### src/rtl/serial_subtractor_if.sv
// Handshake and operand/result bundle for serial_subtractor.
// The overflow signal exists only when SERIAL_SUB_OVERFLOW_EN is defined.
interface serial_subtractor_if #(
  parameter int WIDTH = 32
);
  logic             start;
  logic [WIDTH-1:0] a;
  logic [WIDTH-1:0] b;
  logic             borrowin;
  logic             busy;
  logic             done;
  logic [WIDTH-1:0] difference;
  logic             borrowout;
`ifdef SERIAL_SUB_OVERFLOW_EN
  logic             overflow;
`endif

  // start is a request pulse/level: it is accepted on a rising edge only while
  // the block is idle or done; busy and done are status, not a ready signal.
  modport master (
    output start, a, b, borrowin,
    input  busy, done, difference, borrowout
`ifdef SERIAL_SUB_OVERFLOW_EN
    , input overflow
`endif
  );

  modport slave (
    input  start, a, b, borrowin,
    output busy, done, difference, borrowout
`ifdef SERIAL_SUB_OVERFLOW_EN
    , output overflow
`endif
  );
endinterface

### src/rtl/serial_subtractor.sv
// Bit-serial a - b - borrowin, LSB first, one bit per clock with a single borrow flop.
// Optional signed overflow output enabled by SERIAL_SUB_OVERFLOW_EN.
module serial_subtractor #(
  parameter int WIDTH = 32
) (
  input  logic                clk,
  input  logic                rst_n,
  serial_subtractor_if.slave  bus,
  output logic [1:0]          dbg_state
);
  localparam int CW = $clog2(WIDTH);

  typedef enum logic [1:0] {
    IDLE  = 2'd0,
    SHIFT = 2'd1,
    DONE  = 2'd2
  } state_t;

  state_t           state, state_nxt;
  logic [WIDTH-1:0] a_sr, b_sr, diff_sr;
  logic             borrow;
  logic [CW-1:0]    cnt;
  logic             load, last, d, borrow_nxt;
`ifdef SERIAL_SUB_OVERFLOW_EN
  logic             a_msb, b_msb;
`endif

  assign load       = bus.start && (state == IDLE || state == DONE);
  assign last       = (state == SHIFT) && (cnt == CW'(WIDTH - 1));
  assign d          = a_sr[0] ^ b_sr[0] ^ borrow;
  assign borrow_nxt = (~a_sr[0] & b_sr[0]) | (~(a_sr[0] ^ b_sr[0]) & borrow);
  assign dbg_state  = state;

  always_ff @(posedge clk or negedge rst_n) begin
    if (!rst_n) state <= IDLE;
    else        state <= state_nxt;
  end

  always_comb begin
    state_nxt = state;
    case (state)
      IDLE:    if (bus.start) state_nxt = SHIFT;
      SHIFT:   if (last) state_nxt = DONE;
      DONE:    state_nxt = bus.start ? SHIFT : IDLE;
      default: state_nxt = IDLE;
    endcase
  end

  always_comb begin
    bus.busy = 1'b0;
    bus.done = 1'b0;
    case (state)
      SHIFT:   bus.busy = 1'b1;
      DONE:    bus.done = 1'b1;
      default: ;
    endcase
  end

  always_ff @(posedge clk or negedge rst_n) begin
    if (!rst_n) begin
      a_sr           <= '0;
      b_sr           <= '0;
      diff_sr        <= '0;
      borrow         <= 1'b0;
      cnt            <= '0;
      bus.difference <= '0;
      bus.borrowout  <= 1'b0;
    end else if (load) begin
      a_sr   <= bus.a;
      b_sr   <= bus.b;
      borrow <= bus.borrowin;
      cnt    <= '0;
    end else if (state == SHIFT) begin
      a_sr    <= {1'b0, a_sr[WIDTH-1:1]};
      b_sr    <= {1'b0, b_sr[WIDTH-1:1]};
      diff_sr <= {d, diff_sr[WIDTH-1:1]};
      borrow  <= borrow_nxt;
      cnt     <= cnt + CW'(1);
      // The final bit goes straight into the result, so diff_sr is never exposed.
      if (last) begin
        bus.difference <= {d, diff_sr[WIDTH-1:1]};
        bus.borrowout  <= borrow_nxt;
      end
    end
  end

`ifdef SERIAL_SUB_OVERFLOW_EN
  always_ff @(posedge clk or negedge rst_n) begin
    if (!rst_n) begin
      a_msb        <= 1'b0;
      b_msb        <= 1'b0;
      bus.overflow <= 1'b0;
    end else if (load) begin
      a_msb <= bus.a[WIDTH-1];
      b_msb <= bus.b[WIDTH-1];
    end else if (last) begin
      // d is the MSB of the difference on the completing edge.
      bus.overflow <= (a_msb ^ b_msb) & (a_msb ^ d);
    end
  end
`endif
endmodule

### src/flat_wrapper.sv
// flat-port wrapper written by rule: the top's interface ports become plain ports
module serial_subtractor_flat 
#(
  parameter int WIDTH = 32
)
  (clk, rst_n, dbg_state, bus_start, bus_a, bus_b, bus_borrowin, bus_busy, bus_done, bus_difference, bus_borrowout);
  serial_subtractor_if #(.WIDTH(WIDTH)) bus_i ();
  input  logic clk;
  input  logic rst_n;
  output logic [1:0] dbg_state;
  input wire logic [$bits(bus_i.start)-1:0] bus_start;
  input wire logic [$bits(bus_i.a)-1:0] bus_a;
  input wire logic [$bits(bus_i.b)-1:0] bus_b;
  input wire logic [$bits(bus_i.borrowin)-1:0] bus_borrowin;
  output wire logic [$bits(bus_i.busy)-1:0] bus_busy;
  output wire logic [$bits(bus_i.done)-1:0] bus_done;
  output wire logic [$bits(bus_i.difference)-1:0] bus_difference;
  output wire logic [$bits(bus_i.borrowout)-1:0] bus_borrowout;
  assign bus_i.start = bus_start;
  assign bus_i.a = bus_a;
  assign bus_i.b = bus_b;
  assign bus_i.borrowin = bus_borrowin;
  assign bus_busy = bus_i.busy;
  assign bus_done = bus_i.done;
  assign bus_difference = bus_i.difference;
  assign bus_borrowout = bus_i.borrowout;
  serial_subtractor #(.WIDTH(WIDTH)) u_core (.clk(clk), .rst_n(rst_n), .bus(bus_i), .dbg_state(dbg_state));
endmodule
### config.mk
export PLATFORM = sky130hd
export DESIGN_NAME = serial_subtractor_flat
export DESIGN_NICKNAME = d
export VERILOG_FILES = /design/src/rtl/serial_subtractor_if.sv /design/src/rtl/serial_subtractor.sv /design/src/flat_wrapper.sv
export SDC_FILE = /design/constraint.sdc
export NUM_CORES = 1
export LEC_CHECK = 0
export ABC_AREA = 1
export BUFFER_PORTS_ARGS = -buffer_cell sky130_fd_sc_hd__buf_2
export CAP_MARGIN = 20
export CELL_PAD_IN_SITES_DETAIL_PLACEMENT = 0
export CELL_PAD_IN_SITES_GLOBAL_PLACEMENT = 1
export CORE_MARGIN = 2
export CORE_UTILIZATION = 37
export CTS_CLUSTER_SIZE = 16
export DETAILED_ROUTE_END_ITERATION = 6
export PLACE_DENSITY = 0.84
export SLEW_MARGIN = 20
export SYNTH_ARGS = -nofsm -noshare
export SYNTH_HDL_FRONTEND = slang
export SYNTH_SLANG_ARGS = --single-unit
### constraint.sdc
create_clock -name clk -period 1.4 [get_ports clk]
set_input_delay 0.07 -clock clk [delete_from_list [all_inputs] [get_ports clk]]
set_output_delay 0.07 -clock clk [all_outputs]
set_load 0.05 [all_outputs]
==> results of run 1 <==
## layout by cell type, fill, tap and decap left out, types with 4 or more instances in the layout
| master | count |
|---|---|
| inv_1 | 100 |
| clkbuf_16 | 23 |
| buf_12 | 12 |
| dlygate4sd3_1 | 66 |
| o21ai_1 | 12 |
| nand2_4 | 9 |
| nand2_1 | 371 |
| buf_4 | 12 |
| nand2_2 | 16 |
| nor2_1 | 4 |
| dfrtp_1 | 134 |
| buf_2 | 102 |
| o21ai_0 | 34 |
| o21ai_2 | 20 |
| nand3_1 | 35 |
| buf_6 | 6 |
## worst max path at each step
stage	start	end	slack, ns	depth (start not counted)
6_report	u_core.cnt[1]	u_core.bus.difference[13]	-0.08	7
5_1_grt	u_core.cnt[1]	u_core.bus.difference[3]	-0.15	7
4_1_cts	u_core.cnt[0]	u_core.bus.difference[21]	-0.03	8
3_5_place_dp	u_core.cnt[0]	u_core.bus.difference[15]	-0.1	8
3_3_place_gp	u_core.cnt[0]	u_core.bus.difference[20]	-0.06	8
2_1_floorplan	u_core.dbg_state[0]	u_core.bus.difference[14]	-0.24	7
## flip-flops by register name (all words and copies together) (netlist names)
signal,cells
u_core.a_sr,32
u_core.bus.difference,32
u_core.diff_sr,31
u_core.dbg_state,2
u_core.borrow,1
u_core.b_sr,32
u_core.bus.borrowout,1
u_core.cnt,5
## repair_timing
item / 4_1_cts / 5_1_grt
pin swaps: 0 / 7
setup buffers: 1 / 6
endpoints found under the hold margin: 201 / 0
endpoints found under the setup margin: 34 / 101
gates resized for setup: 11 / 51
gates cloned: 1 / 8
hold buffers: 66 / 0
## routing by layer
metal / global-route usage (%) / up-vias / part of all wire (%)
li1: - / 2736 / -
met1: 23.6 / 2475 / 47
met2: 26.8 / 117 / 47
met3: 4.83 / 17 / 4.1
met4: 4.30 / 0 / 1.3
met5: 0 / - / 0
## layout make-up
class	instances	share of cell area (%)
inverters	103	4.45
flip-flops and latches	136	38.9
multi-input cells	509	26.4
clock buffers	20	5.22
well taps	220	3.15
repair buffers	205	20.0
clock inverters	12	1.89
## stage by stage
step           setup slack [ns]  utilization, %
6_report                -0.0832            53.3
5_1_grt                  -0.153            53.3
4_1_cts                 -0.0326            50.8
3_5_place_dp            -0.0974            42.5
3_3_place_gp            -0.0550            42.5
2_1_floorplan            -0.235               -
## kinds of logic (layout without fill, tap and decap cells)
| family | after synthesis | count (layout) | share of synthesized area (%) |
|---|---|---|---|
| simple gates | 438 | 439 | 27.7 |
| flops | 136 | 136 | 55.4 |
| buf+inv | 144 | 340 | 10.2 |
| fa+ha+maj | 3 | 3 | 0.733 |
| compound gates | 67 | 67 | 6.01 |
## power by group through the flow
stage               registers [µW]  clock network [µW]  logic, µW
finish                        6740                4670       8540
global route                  6950                4970       9670
CTS                           6620                4770       7920
detailed placement            6660                   0       7590
global placement              6660                   0       7460
floorplan                     8060                   0       4200
==> impl_metrics.toml, run 1 <==
[placement]
place_inst = 1091
gp_congestion = 0.718
io_buffer_count = 104
dp_hpwl_um = 8370
placed_cell_area_um2 = 6970

[routing]
drt-vias-per-instance = 4.44
drc = 0
dr_total_vias = 5345
drtIter0Drc = 325
final_antenna_net_count = 0
drt-total-wl_um = 15200
wl_per_cell_um = 12.6
firstDrtPassIters = 5

[pwr]
ir_drop_v = 0.00129
seqPwrFrac_pct = 33.8
power.net_switching_uw = 8270
combPwrFrac_pct = 42.8
p_leak_uw = 0.00473
pwr-share-clk_pct = 23.4
power_uw = 19900
p_int_uw = 11700
powerDensity_nw_per_um2 = 2280
swShare_pct = 41.4

[critical_path]
slowest_stage = "dfrtp_1"
cpPeakStageDelay_ns = 0.36
crit_family = "adder cells"
crit_buf_inv = 1
cp.arrival_ns = 1.82
critical_path.cell_chain = "ha_2 > nand2_2 > nor2_4 > ha_4 > nand2_4 > clkbuf_16 > o21ai_2"
worst_setup_path_start_kind = "flop"
critPathCaptureType = "flop"
crit_fanout = 12
required_ns = 1.74
r2r_setup_slack_ns = -0.08
rr_endpoint = "u_core.bus.difference[13]"
r2r-start = "u_core.cnt[1]"
worst-setup-path-type = "flop to flop"
rr_worst_depth = 7

[grt]
track_usage_pct = 17.2
grt_max_degree = 59
gr-total-overflow = 0
grt_pass1_vias = 5039
antenna_found_initial = 0
grt_pass1_wl_um = 24400

[sta]
finalWorstSetupSlack_ns = -0.0832
final_max_slew_viol_count = 0
finalCritPeriodShare_pct = 106
worst_clock_skew_ns = 0.00863
whs_ns = 0.112
rsz0062_at_grt = "true"
max-slew-margin-rel_pct = 77.4
worst_pin_slew_ns = 0.339
fmax_mhz = 674
period_needed_ns = 1.48
final-setup-viol-count = 34
hold_violations = 0
tns_ns = -1.89

[clock_network]
cts.sinks = 136
cts_buffers = 17
cts-root-buf = "clkbuf_16"
clk_path_buf_depth = 2
cts_max_level = 4
clk-insertion-delay-late_ns = 0.42
cts_tree = "built"
clk_pin_slew_ns = 0.06

[floorplan]
die_h_um = 133
ios = 105
start_util_pct = 37.5
coreArea_um2 = 16400
die_area_um2 = 17700
fp-row-count = 47
die_x_um = 133

[logic_synthesis]
yosys_warnings = 0
synth.area.top_cells = "dfrtp_1 55%, nand2_1 24%, inv_1 6.1%"
synth_nets = 859
syn_area_um2 = 6140
ys_seq_area_share_pct = 55.4
synth_edf_count = 0
syn_avg_cell_area_um2 = 7.80
synth.most_common_cell = "nand2_1"
yosysTopAreaCellShare_pct = 55.4
synth.distinct_cells = 19
synth_top_area_cell = "dfrtp_1"
postSynth.asyncResetShare_pct = 100
ys_ff_latch = 136
syn_inst = 788
synth_common_cells = "393 x nand2_1, 136 x dfrtp_1, 100 x inv_1"
synthFlopType = "dfrtp_1"

[cells_and_area]
nets = 1043
n_antenna_cell = 0
drive_above_1_share_pct = 22.9
fin_cells = 1205
final_cell_area_um2 = 8750
area_growth_pct = 42.4
multiInputGateArea_um2 = 2310
fillers = 1505
seqCellArea_um2 = 3410

[worst_hold_path]
hold_class = "input port to asynchronous set/reset pin"

[run_status]
violations = "setup timing"
status = "complete, but fails checks"

[run]
drv_cap = 0
(Power assumes the default switching activity.)
==> run 2: changes to the inputs <==
Settings changed: CORE_ASPECT_RATIO set to 0.9.
==> run 2 against run 1 <==
  * The flow still finishes with violations (setup timing)
  * Global-route usage is 0.22 points higher
  * Total power shrank 3.1%
  * Clock power decreased by 9.6%
  * Setup slack improved by 0.028 ns
  * Critical endpoint is now u_core.bus.difference[30]
==> impl_metrics.toml, run 2 (same netlist as run 1, synthesis figures left out) <==
[sta]
max-slew-margin-rel_pct = 76.3
hold_violations = 0
whs_ns = 0.113
period_needed_ns = 1.46
fmax_mhz = 687
worst_pin_slew_ns = 0.356
rsz0062_at_grt = "true"
finalWorstSetupSlack_ns = -0.0555
worst_clock_skew_ns = 0.00639
final_max_slew_viol_count = 0
final-setup-viol-count = 34
finalCritPeriodShare_pct = 104

[placement]
io_buffer_count = 104
gp_congestion = 0.743
place_inst = 1079
dp_hpwl_um = 8320

[pwr]
power.net_switching_uw = 8160
swShare_pct = 42.2
p_leak_uw = 0.00466
power_uw = 19300
p_int_uw = 11200
seqPwrFrac_pct = 34.5
powerDensity_nw_per_um2 = 2260
combPwrFrac_pct = 43.6
ir_drop_v = 0.00132
pwr-share-clk_pct = 21.8

[cells_and_area]
area_growth_pct = 39.3
multiInputGateArea_um2 = 2210
reg_top3 = "u_core.a_sr x32, u_core.b_sr x32, u_core.bus.difference x32"
seqCellArea_um2 = 3410
layout.cells.most_common = "nand2_1"
fillers = 1554
fin_cells = 1193
drive_above_1_share_pct = 20.6
final_cell_mix = "385 x nand2_1, 134 x dfrtp_1, 101 x buf_2, 100 x inv_1, 66 x dlygate4sd3_1"
nets = 1043

[critical_path]
required_ns = 1.70
critical_path.cell_chain = "ha_2 > nand2_2 > nor2_4 > ha_4 > nand2_8 > buf_8 > nand2_1 > o21ai_1"
worst_setup_path_start_kind = "flop"
cp.arrival_ns = 1.75
r2r_setup_slack_ns = -0.06
worst-setup-path-type = "flop to flop"
rr_worst_depth = 8
critPathCaptureType = "flop"
cpPeakStageDelay_ns = 0.35
r2r-start = "u_core.cnt[0]"
crit_family = "adder cells"
crit_fanout = 15
crit_buf_inv = 1
slowest_stage = "dfrtp_1"
rr_endpoint = "u_core.bus.difference[30]"

[clock_network]
cts-root-buf = "clkbuf_16"
cts_buffers = 17
cts.sinks = 136
clk_pin_slew_ns = 0.06
clk_path_buf_depth = 2
cts_max_level = 4
clk-insertion-delay-late_ns = 0.41
cts_tree = "built"

[floorplan]
coreArea_um2 = 16200
fp-row-count = 44
start_util_pct = 38.0
ios = 105
die_x_um = 140
die_h_um = 126
die_area_um2 = 17700

[routing]
drc = 0
drtIter0Drc = 288
dr_total_vias = 5284
wl_per_cell_um = 12.8
drt-vias-per-instance = 4.43
firstDrtPassIters = 5
drt-total-wl_um = 15300
final_antenna_net_count = 0

[run_status]
status = "complete, but fails checks"
violations = "setup timing"

[grt]
grt_pass1_wl_um = 24900
track_usage_pct = 17.4
grt_max_degree = 69
grt_pass1_vias = 5178
antenna_found_initial = 1
gr-total-overflow = 0

[run]
drv_cap = 0

[worst_hold_path]
hold_class = "input port to asynchronous set/reset pin"
==> run 2: layout make-up <==
type	count	area share, %
Sequential cell	136	39.8
Multi-Input combinational cell	508	25.8
Timing Repair Buffer	206	20.3
Clock buffer	19	5.06
Inverter	103	4.55
Tap cell	207	3.03
Clock inverter	13	1.45
Antenna cell	1	0.0292
==> run 2: timing repair <==
| action | 4_1_cts | 5_1_grt |
|---|---|---|
| gates resized for setup | 14 | 26 |
| buffers inserted | 6 | 5 |
| cloned | 2 | 6 |
| pin swaps | 1 | 5 |
| setup endpoints to repair | 67 | 99 |
| endpoints found under the hold margin | 201 | 0 |
| hold buffers | 66 | 0 |
==> run 2: worst max-delay path by stage <==
| stage | end | cells after the start | slack (ns) | from |
|---|---|---|---|---|
| after global routing | u_core.bus.difference[30] | 8 | -0.13 | u_core.cnt[1] |
| after CTS | u_core.bus.difference[30] | 9 | -0.11 | u_core.cnt[0] |
| after global placement | u_core.bus.difference[15] | 8 | -0.04 | u_core.cnt[0] |
| after detailed placement | u_core.bus.difference[8] | 8 | -0.09 | u_core.cnt[0] |
| final | u_core.bus.difference[30] | 8 | -0.06 | u_core.cnt[0] |
| after floorplan | u_core.bus.difference[14] | 7 | -0.24 | u_core.dbg_state[0] |
==> run 2: routing by layer <==
metal,GRT usage (%),part of all wire (%),vias to the layer above
li1,-,-,2723
met1,22.7,48,2461
met2,28.8,48,95
met4,4.24,0.58,0
met5,0,0,-
met3,4.75,3.7,5
==> run 2: per-stage QoR <==
stage	cell area, µm²	setup TNS [ns]	worst slack [ns]	utilization [%]
global placement	6990	-0.589	-0.0354	43.2
global route	8560	-3.61	-0.126	52.9
floorplan	6150	-7.13	-0.235	-
finish	8560	-0.978	-0.0555	52.9
CTS	8360	-2.84	-0.105	51.7
detailed placement	6990	-2.33	-0.0930	43.2
==> run 2: worst register-to-register path: stages, from the launching register on <==
cell	delay (ns)
dfrtp_1	0.35
ha_2	0.19
nand2_2	0.08
nor2_4	0.14
ha_4	0.19
nand2_8	0.10
buf_8	0.17
nand2_1	0.07
o21ai_1	0.07
==> run 2: power groups by stage <==
stage | Combinational, µW | Sequential [µW] | Clock, µW
6_report | 8440 | 6670 | 4220
5_1_grt | 9480 | 6890 | 4500
4_1_cts | 8000 | 6650 | 4320
3_5_place_dp | 7630 | 6690 | 0
3_3_place_gp | 7490 | 6670 | 0
2_1_floorplan | 4200 | 8060 | 0
==> run 3: changes to the inputs <==
--- a/config.mk
+++ b/config.mk
@@ -22 +22,2 @@
 export SYNTH_SLANG_ARGS = --single-unit
+export TNS_END_PERCENT = 20
==> constraint.sdc (replaced) <==
create_clock -name clk -period 1.4 [get_ports clk]
set_input_delay 0.28 -clock clk [delete_from_list [all_inputs] [get_ports clk]]
set_output_delay 0.28 -clock clk [all_outputs]
set_load 0.05 [all_outputs]
==> run 3 against run 2 <==
  * The run still ends with setup timing left
  * Sequential share of layout area grew 1.7 points
  * Critical path depth fell by 5
  * Clock skew rose by 0.0060 ns
  * Critical endpoint is now bus_busy
  * Utilization down 2.1 points
  * Sequential power increased by 2%
==> impl_metrics.toml, run 3 (same netlist as run 1, synthesis figures left out) <==
[floorplan]
ios = 105
die_area_um2 = 17700
die_h_um = 126
fp-row-count = 44
coreArea_um2 = 16200
start_util_pct = 38.0
die_x_um = 140

[critical_path]
worst_setup_path_start_kind = "flop"
required_ns = 1.12
rr_endpoint = "u_core.bus.difference[3]"
rr_worst_depth = 8
critPathCaptureType = "output pin"
cpPeakStageDelay_ns = 0.44
slowest_stage = "dfrtp_2"
worst-setup-path-type = "flop to output pin"
critical_path.cell_chain = "inv_2 > nor2_4 > buf_8"
crit_fanout = 5
r2r_setup_slack_ns = -0.10
r2r-start = "u_core.cnt[1]"
cp.arrival_ns = 1.25

[routing]
firstDrtPassIters = 5
drtIter0Drc = 325
drt-total-wl_um = 14800
drc = 0
wl_per_cell_um = 13.0
drt-vias-per-instance = 4.51
dr_total_vias = 5100
final_antenna_net_count = 0

[sta]
period_needed_ns = 1.53
final-setup-viol-count = 74
final_max_slew_viol_count = 0
finalCritPeriodShare_pct = 109
worst_pin_slew_ns = 0.385
tns_ns = -3.66
whs_ns = 0.0500
finalWorstSetupSlack_ns = -0.125
hold_violations = 0
worst_clock_skew_ns = 0.0124
max-slew-margin-rel_pct = 74.3
fmax_mhz = 656
rsz0062_at_grt = "true"

[clock_network]
cts-root-buf = "clkbuf_16"
clk_path_buf_depth = 2
cts.sinks = 136
cts_max_level = 4
clk-insertion-delay-late_ns = 0.43
cts_tree = "built"
cts_buffers = 17
clk_pin_slew_ns = 0.06

[worst_hold_path]
min_from = "bus_a[31]"
holdPathStages = 3
hold_end = "u_core.a_sr[31]"
hold_class = "input port to flop"

[run_status]
violations = "setup timing"
status = "complete, but fails checks"

[cells_and_area]
seqCellArea_um2 = 3410
area_growth_pct = 33.6
layout.cells.most_common = "nand2_1"
post-route-util_pct = 50.7
fin_cells = 1132
reg_top3 = "u_core.a_sr x32, u_core.b_sr x32, u_core.bus.difference x32"
drive_above_1_share_pct = 25.7
nets = 983
multiInputGateArea_um2 = 2380
n_antenna_cell = 0
final_cell_mix = "366 x nand2_1, 134 x dfrtp_1, 100 x inv_1, 85 x buf_2, 35 x nand3_1"
fillers = 1568

[run]
drv_cap = 0

[pwr]
powerDensity_nw_per_um2 = 2410
swShare_pct = 42.6
seqPwrFrac_pct = 34.6
ir_drop_v = 0.00210
combPwrFrac_pct = 43.7
power.net_switching_uw = 8420
p_int_uw = 11300
pwr-share-clk_pct = 21.7
p_leak_uw = 0.00450

[placement]
io_buffer_count = 104
dp_hpwl_um = 8800
place_inst = 1083
gp_congestion = 0.715

[grt]
grt_pass1_wl_um = 23300
track_usage_pct = 16.5
antenna_found_initial = 0
gr-total-overflow = 0
grt_max_degree = 57
grt_pass1_vias = 4855
run 3: power groups by stage:
stage | logic, µW | clock network [µW] | registers (µW)
CTS | 7920 | 4380 | 6660
floorplan | 4190 | 0 | 8060
detailed placement | 7650 | 0 | 6690
global placement | 7510 | 0 | 6690
finish | 8630 | 4290 | 6830
global route | 9710 | 4560 | 7040
run 3: routing by layer:
layer | wire length (µm) | part of all wire, % | vias to the layer above | global-route usage, %
met5 | 0 | 0 | - | 0
met4 | 200 | 1.4 | 0 | 6.71
met3 | 605 | 4.1 | 14 | 4.07
met2 | 6890 | 47 | 118 | 25.1
met1 | 7070 | 48 | 2354 | 22.8
li1 | - | - | 2614 | -
run 3: final cells by class:
class | instances | share of cell area (%)
Sequential cell | 136 | 41.5
Inverter | 103 | 4.74
Timing Repair Buffer | 145 | 14.8
Clock buffer | 17 | 5.18
Multi-Input combinational cell | 509 | 29.0
Clock inverter | 15 | 1.71
Tap cell | 207 | 3.15
run 3: how the worst max path moves through the flow:
stage | from | cells after the start | endpoint | slack [ns]
after detailed placement | u_core.cnt[0] | 8 | u_core.bus.difference[3] | -0.12
after global routing | u_core.dbg_state[0] | 3 | bus_busy | -0.16
after CTS | u_core.dbg_state[0] | 3 | bus_busy | -0.13
after floorplan | u_core.dbg_state[0] | 7 | u_core.bus.difference[24] | -0.25
final | u_core.dbg_state[0] | 3 | bus_busy | -0.13
after global placement | u_core.cnt[0] | 7 | u_core.bus.difference[2] | -0.05
run 3: per-stage QoR:
stage / instance area (µm²) / power, µW / worst slack [ns]
CTS: 7790 / 19000 / -0.134
global placement: 7020 / 14200 / -0.0490
global route: 8210 / 21300 / -0.165
floorplan: 6150 / 12300 / -0.248
detailed placement: 7020 / 14300 / -0.117
finish: 8210 / 19700 / -0.125
run 3: worst max-delay path: cells and delay by family (launching register included):
family	cells	cell delay, ns
DFF	1	0.44
buffers and inverters	2	0.23
and+or+nand+nor	1	0.14
run 3: what timing repair did:
item	4_1_cts	5_1_grt
cloned	3	7
endpoints found under the setup margin	37	107
pin swaps	1	6
buffers inserted	5	2
hold buffers	1	0
gates resized for setup	19	82
endpoints found under the hold margin	30	0
